===== src/rtl/du.sv =====
// du: pipelined Mitchell log-domain divider, exponent = log2(|F| / (1 + s_xi)) in Q5.26.
module du #(
    parameter int Q = 26,
    parameter int W = 32
) (
    input  logic                clk,
    input  logic                rst_n,
    input  logic                valid_in,
    input  logic signed [W-1:0] F,
    input  logic signed [W-1:0] s_xi,
    output logic                valid_out,
    output logic signed [W-1:0] exponent,
    output logic                result_sign
);
    localparam int PW = $clog2(W);
    localparam logic [PW-1:0] QP = PW'(Q);
    localparam logic [W-1:0] POS_MAX = {1'b0, {(W-1){1'b1}}};
    localparam logic [W-1:0] NEG_MAX = {1'b1, {(W-1){1'b0}}};

    function automatic logic [PW-1:0] lead(input logic [W-1:0] x);
        lead = '0;
        for (int i = 0; i < W; i++)
            if (x[i]) lead = PW'(i);
    endfunction

    // bits below the leading one, left-aligned into a Q-bit fraction
    function automatic logic [Q-1:0] norm(input logic [W-1:0] x, input logic [PW-1:0] p);
        norm = Q'(p < QP ? x << (QP - p) : x >> (p - QP));
    endfunction

    logic [W:0]   den_sum;
    logic         v0, v1, v2, v3;
    logic [W-1:0] abs_f0, denominator_stage0, x1, d1;
    logic         sign0, sign1, sign2, sign3;
    logic [PW-1:0] p1, q1, p2, q2;
    logic         zf1, zf2, zf3, db1, db2, db3;
    logic [Q-1:0] m1_2, m2_2, m1_stage3, m2_stage3;
    logic signed [W-1:0] s1_stage3, s2_stage3;

    assign den_sum = {s_xi[W-1], s_xi} + (W+1)'(1 << Q);

    always_ff @(posedge clk or negedge rst_n) begin
        if (!rst_n) begin
            {v0, v1, v2, v3, valid_out} <= '0;
            {abs_f0, denominator_stage0, x1, d1} <= '0;
            {sign0, sign1, sign2, sign3, result_sign} <= '0;
            {p1, q1, p2, q2} <= '0;
            {zf1, zf2, zf3, db1, db2, db3} <= '0;
            {m1_2, m2_2, m1_stage3, m2_stage3} <= '0;
            {s1_stage3, s2_stage3, exponent} <= '0;
        end else begin
            v0 <= valid_in;
            abs_f0 <= F[W-1] ? W'(-F) : F;
            sign0 <= F[W-1];
            denominator_stage0 <= den_sum[W:W-1] == 2'b01 ? POS_MAX : den_sum[W-1:0];
            v1 <= v0;
            x1 <= abs_f0;
            d1 <= denominator_stage0;
            p1 <= lead(abs_f0);
            q1 <= lead(denominator_stage0);
            sign1 <= sign0;
            zf1 <= abs_f0 == '0;
            db1 <= denominator_stage0[W-1] || denominator_stage0 == '0;
            v2 <= v1;
            p2 <= p1;
            q2 <= q1;
            m1_2 <= norm(x1, p1);
            m2_2 <= norm(d1, q1);
            {sign2, zf2, db2} <= {sign1, zf1, db1};
            v3 <= v2;
            s1_stage3 <= W'(p2) - W'(Q);
            s2_stage3 <= W'(q2) - W'(Q);
            m1_stage3 <= m1_2;
            m2_stage3 <= m2_2;
            {sign3, zf3, db3} <= {sign2, zf2, db2};
            valid_out <= v3;
            if (v3) begin
                exponent <= zf3 ? NEG_MAX : db3 ? POS_MAX :
                            ((s1_stage3 - s2_stage3) << Q) + (W'(m1_stage3) - W'(m2_stage3));
                result_sign <= zf3 ? 1'b0 : sign3;
            end
        end
    end
endmodule


===== config.mk =====
export PLATFORM = sky130hd
export DESIGN_NAME = du
export DESIGN_NICKNAME = d
export VERILOG_FILES = /design/src/rtl/du.sv
export SDC_FILE = /design/constraint.sdc
export NUM_CORES = 1
export LEC_CHECK = 0
export ABC_AREA = 1
export BUFFER_PORTS_ARGS = -buffer_cell sky130_fd_sc_hd__buf_2
export CORE_MARGIN = 2
export CORE_UTILIZATION = 62
export DETAILED_ROUTE_END_ITERATION = 16
export GPL_TIMING_DRIVEN = 0
export PLACE_DENSITY = 0.84
export SYNTH_ARGS = -nofsm -noshare
export SYNTH_HDL_FRONTEND = slang
export SYNTH_SLANG_ARGS = --single-unit

===== constraint.sdc =====
create_clock -name clk -period 3.9 [get_ports clk]
set_input_delay 0.78 -clock clk [delete_from_list [all_inputs] [get_ports clk]]
set_output_delay 0.78 -clock clk [all_outputs]
set_load 0.01 [all_outputs]

==> results.md <==
GRT:
- The number of antenna violations at the first check in global routing came to 3.
- The via count of the first global-routing pass is about 15000.
- The overall track demand over capacity in global routing is 0.3390.
- The overall overflow remaining after global route is 0.
- The first-pass GRT wire length is 78000 um.
- Entering global routing, the biggest net connects 140 pins.

Placed design:
- The global placement routability congestion is around 1.
- The wire-length estimate of the detail-placed layout is ~38000 um.
- The count of input and output buffers is 100.
- The placement-stage cell area is 18420 um^2.
- OpenSTA, run right after detailed placement, puts the worst setup slack at -0.1739 ns.

Layout:
- The final instance area is a little under 20000 um^2.
- Of the cells placed in the final design, the portion with a size suffix greater than 1 is 0.08671.
- In the final design database the tool counted approximately 2500 nets.
- The number of antenna cells inserted is 0.
- The synthesis-to-finish area growth is 12.21%.

Timing:
- Setup violations remaining at the end of the flow were counted as 0.
- Derived from the worst setup path, the maximum achievable clock frequency is 0.2594 GHz.
- For the final routed database, the setup TNS stands at 0 ns.
- Of the available clock period, the critical path in the final layout requires 0.9886.
- The number of slew-limit violations in the final report is 0.
- For the finished layout, the period the worst path requires is 3.855 ns.
- Clock skew on the completed layout was measured at around 0.022 ns.
- The final number of hold-violating endpoints came to 0.
- In the post-route analysis, the smallest setup slack over all paths is about 0.045 ns.
- Setup repair after global routing could not meet its margin everywhere.
- The relative slew slack is 0.5248.
- The transition at the pin with the smallest max-transition slack is around 0.7 ns.

Setup path:
- The highest-delay cell along the critical path is fa_1.
- The arrival time at the worst endpoint is 4.33 ns.
- Counting stages on the worst path, the most repeated cell is nand2_1.
- In this run the critical register-to-register path is launched from m1_stage3[0].
- In this run the worst setup path begins at m1_stage3[0].
- STA classifies the critical path startpoint as a register.
- By startpoint and endpoint, the worst setup path is classified as register to register.
- Of all nets on the critical path, the largest fanout is 6.
- The number of buffers and inverters on the critical path is 4.
- The family with the most delay on the worst path is compound AO/OA/AOI/OAI gates.
- The data required time of the critical path is 4.38 ns.
- For this run, the slowest stage of the critical path takes roughly 0.37 ns.
- The category of the worst setup path capture point is a register.

Logic synthesis:
- Counting distinct cell types in the post-synthesis netlist gives 60.
- Synthesis produced a netlist with a net count of about 2400.
- The post-synthesis instance area is 17380 um^2.
- Averaged over all synthesized cells, the footprint is approximately 7.7 um^2.
- The total of flip-flops plus latches after synthesis is 312.
- For this run, the register share of the synthesized area comes to 0.4491.
- The synthesized netlist cell count is 2267.
- The async set or reset register ratio after synthesis is 1.000.
- Yosys printed 0 warnings.
- Counting flops with a built-in enable in the synthesized netlist gives 0.
- The leading register cell type out of synthesis is dfrtp_1.

Pwr:
- The worst voltage drop across the vdd grid is about 0.00033 V.
- The total power per unit cell area is ~600 nW/um^2.
- Power comes to approximately 12 mW.
- The leakage power total is between 9 and 10 nW.

Floorplan:
- The total number of placement rows is 61.
- The area of the core is between 20000 and 30000 um^2.
- From bottom edge to top edge, the die measures about 170 um.
- The I/O pin total is roughly 100.
- The die area is between 20000 and 30000 um^2.
- The x dimension of the die is 171.4 um.
- The initial cell density of the core is 0.6274.

Clock network:
- At the later pin of the worst-skew pair, clock insertion delay measures roughly 0.56 ns.
- The number of buffers created by CTS is 31.
- Clock-pin slew was measured on the worst setup and hold paths at about 0.060 ns.
- The tree is rooted in a clkbuf_16.
- The clock sink total is around 310.
- TritonCTS built the clock tree.
- The maximum buffer depth of the clock tree is 3.
- The number of H-tree levels is 1.

Routing:
- In this run the remaining antenna-violating nets after routing total 0.
- Summing over every cut layer, the via total after detailed routing is 15893.
- Summed over all layers, the routed wires come to 49470 um.
- After the first detailed-routing iteration, the DRC count stood at between 1000 and 1500.
- Dividing the detail-routed wire length by the instance count gives roughly 18 um.
- In the routed layout, each cell is associated on average with a via count of approximately 5.7.
- For this run, design rule violations remaining after detail routing come to 0.
- The length of the first detailed-routing pass in iterations is 8.

Run status:
- The run finished with clean final reports.

Hold path:
- The worst hold path belongs to the class input port to asynchronous set/reset pin.

Run:
- The number of max-capacitance violations reported is 0.
-- repair_timing --
| action | in CTS | in global routing |
|---|---|---|
| gates resized for setup | 4 | 3 |
| setup buffers | 2 | 0 |
| hold buffers | 0 | 0 |
| pin swaps | 2 | 2 |
| setup endpoints to repair | 1 | 8 |
-- per-stage QoR --
| step | util | std cells | hold slack [ns] |
|---|---|---|---|
| 3_5_place_dp | 0.6649 | 2747 | 0.3347 |
| 4_1_cts | 0.7037 | 2801 | 0.1912 |
| 2_1_floorplan | - | 2267 | 0.3312 |
| 5_1_grt | 0.7041 | 2800 | 0.2202 |
| 3_3_place_gp | 0.6626 | 2745 | 0.3315 |
| 6_report | 0.7041 | 2800 | 0.1736 |
-- synth_stat cells, types with 5 or more instances --
master,count,area share
or2_2,5,0.0018
dfrtp_1,312,0.45
inv_1,286,0.062
mux2i_1,18,0.010
o21a_1,11,0.0048
a31oi_1,10,0.0036
o21bai_1,5,0.0022
clkbuf_1,78,0.017
o22ai_1,15,0.0054
o211ai_1,37,0.016
o21ai_1,8,0.0023
buf_1,12,0.0026
buf_2,13,0.0037
nor2_1,142,0.031
nor3_1,10,0.0029
xor2_1,40,0.020
a21oi_1,130,0.037
a21oi_2,5,0.0025
a22o_1,5,0.0025
ha_1,48,0.035
o21ai_0,258,0.074
xnor2_1,21,0.011
o221ai_1,15,0.0076
nor4_1,10,0.0036
nand2_1,616,0.13
nand3_1,94,0.027
nor3_2,5,0.0029
-- worst paths after layout --
kind	endpoint	slack, ns	cells past startpoint
hold reg to reg	s1_stage3[0]	0.35	0
setup reg to reg	exponent[31]	0.04	25
min in group clk	v0	0.33	1
hold / removal	exponent[30]	0.17	1
max in group asynchronous	denominator_stage0[6]	2.22	3
setup / recovery	exponent[31]	0.04	25
-- logic make-up (layout without fill, tap and decap cells) --
logic type               count (synthesis)  in the layout  share of synthesized area
AND/OR/NAND/NOR                        902            902                     0.2111
buffers and inverters                  395            550                    0.08630
AO/OA/AOI/OAI                          528            528                     0.1743
flip-flops                             312            312                     0.4491
multiplexers                            18             18                    0.01036
XOR/XNOR                                61             61                    0.03074
adder cells (fa/ha/maj)                 51             51                    0.03801
-- per-layer routing --
metal	GRT usage	part of all wire
met1	0.4578	0.43
met2	0.5689	0.47
met3	0.03935	0.060
met4	0.1186	0.039
met5	0	0.00030
-- report_power, final --
| group | leakage (nW) | switching (mW) | internal [mW] | total, mW |
|---|---|---|---|---|
| Sequential | 3.64 | 0.333 | 3.87 | 4.20 |
| Combinational | 5.76 | 2.98 | 1.56 | 4.54 |
| Clock | 0.506 | 1.21 | 1.78 | 2.99 |
| Total | 9.91 | 4.52 | 7.21 | 11.7 |
-- final cells by class --
class	count	area, um^2
fillers	2175	8199
multi-input cells	1560	8113
flip-flops and latches	312	7807
inverters	291	1092
clock buffers	41	883.3
repair buffers	104	580.6
well taps	378	473.0
plain buffers	103	404.1
clock inverters	11	152.6
-- flip-flops by register name, summed over array words and instances, names as in the netlist, 26 cells and up --
register and cells:
abs_f0 32, d1 32, denominator_stage0 32, exponent 32, x1 32, m1_2 26
m1_stage3 26, m2_2 26, m2_stage3 26
-- layout by cell type (no fill, tap or decap), drive strengths merged, types with 18 or more instances in the layout --
cell and count:
nand2 618, ha 48, clkbuf 120, xor2 40
o211ai 37, a21oi 135, nor2 143, xnor2 21
inv 292, mux2i 18, o21ai 269, nand3 97
buf 128, dfrtp 312
No activity file was read; power rests on OpenSTA's default activity.
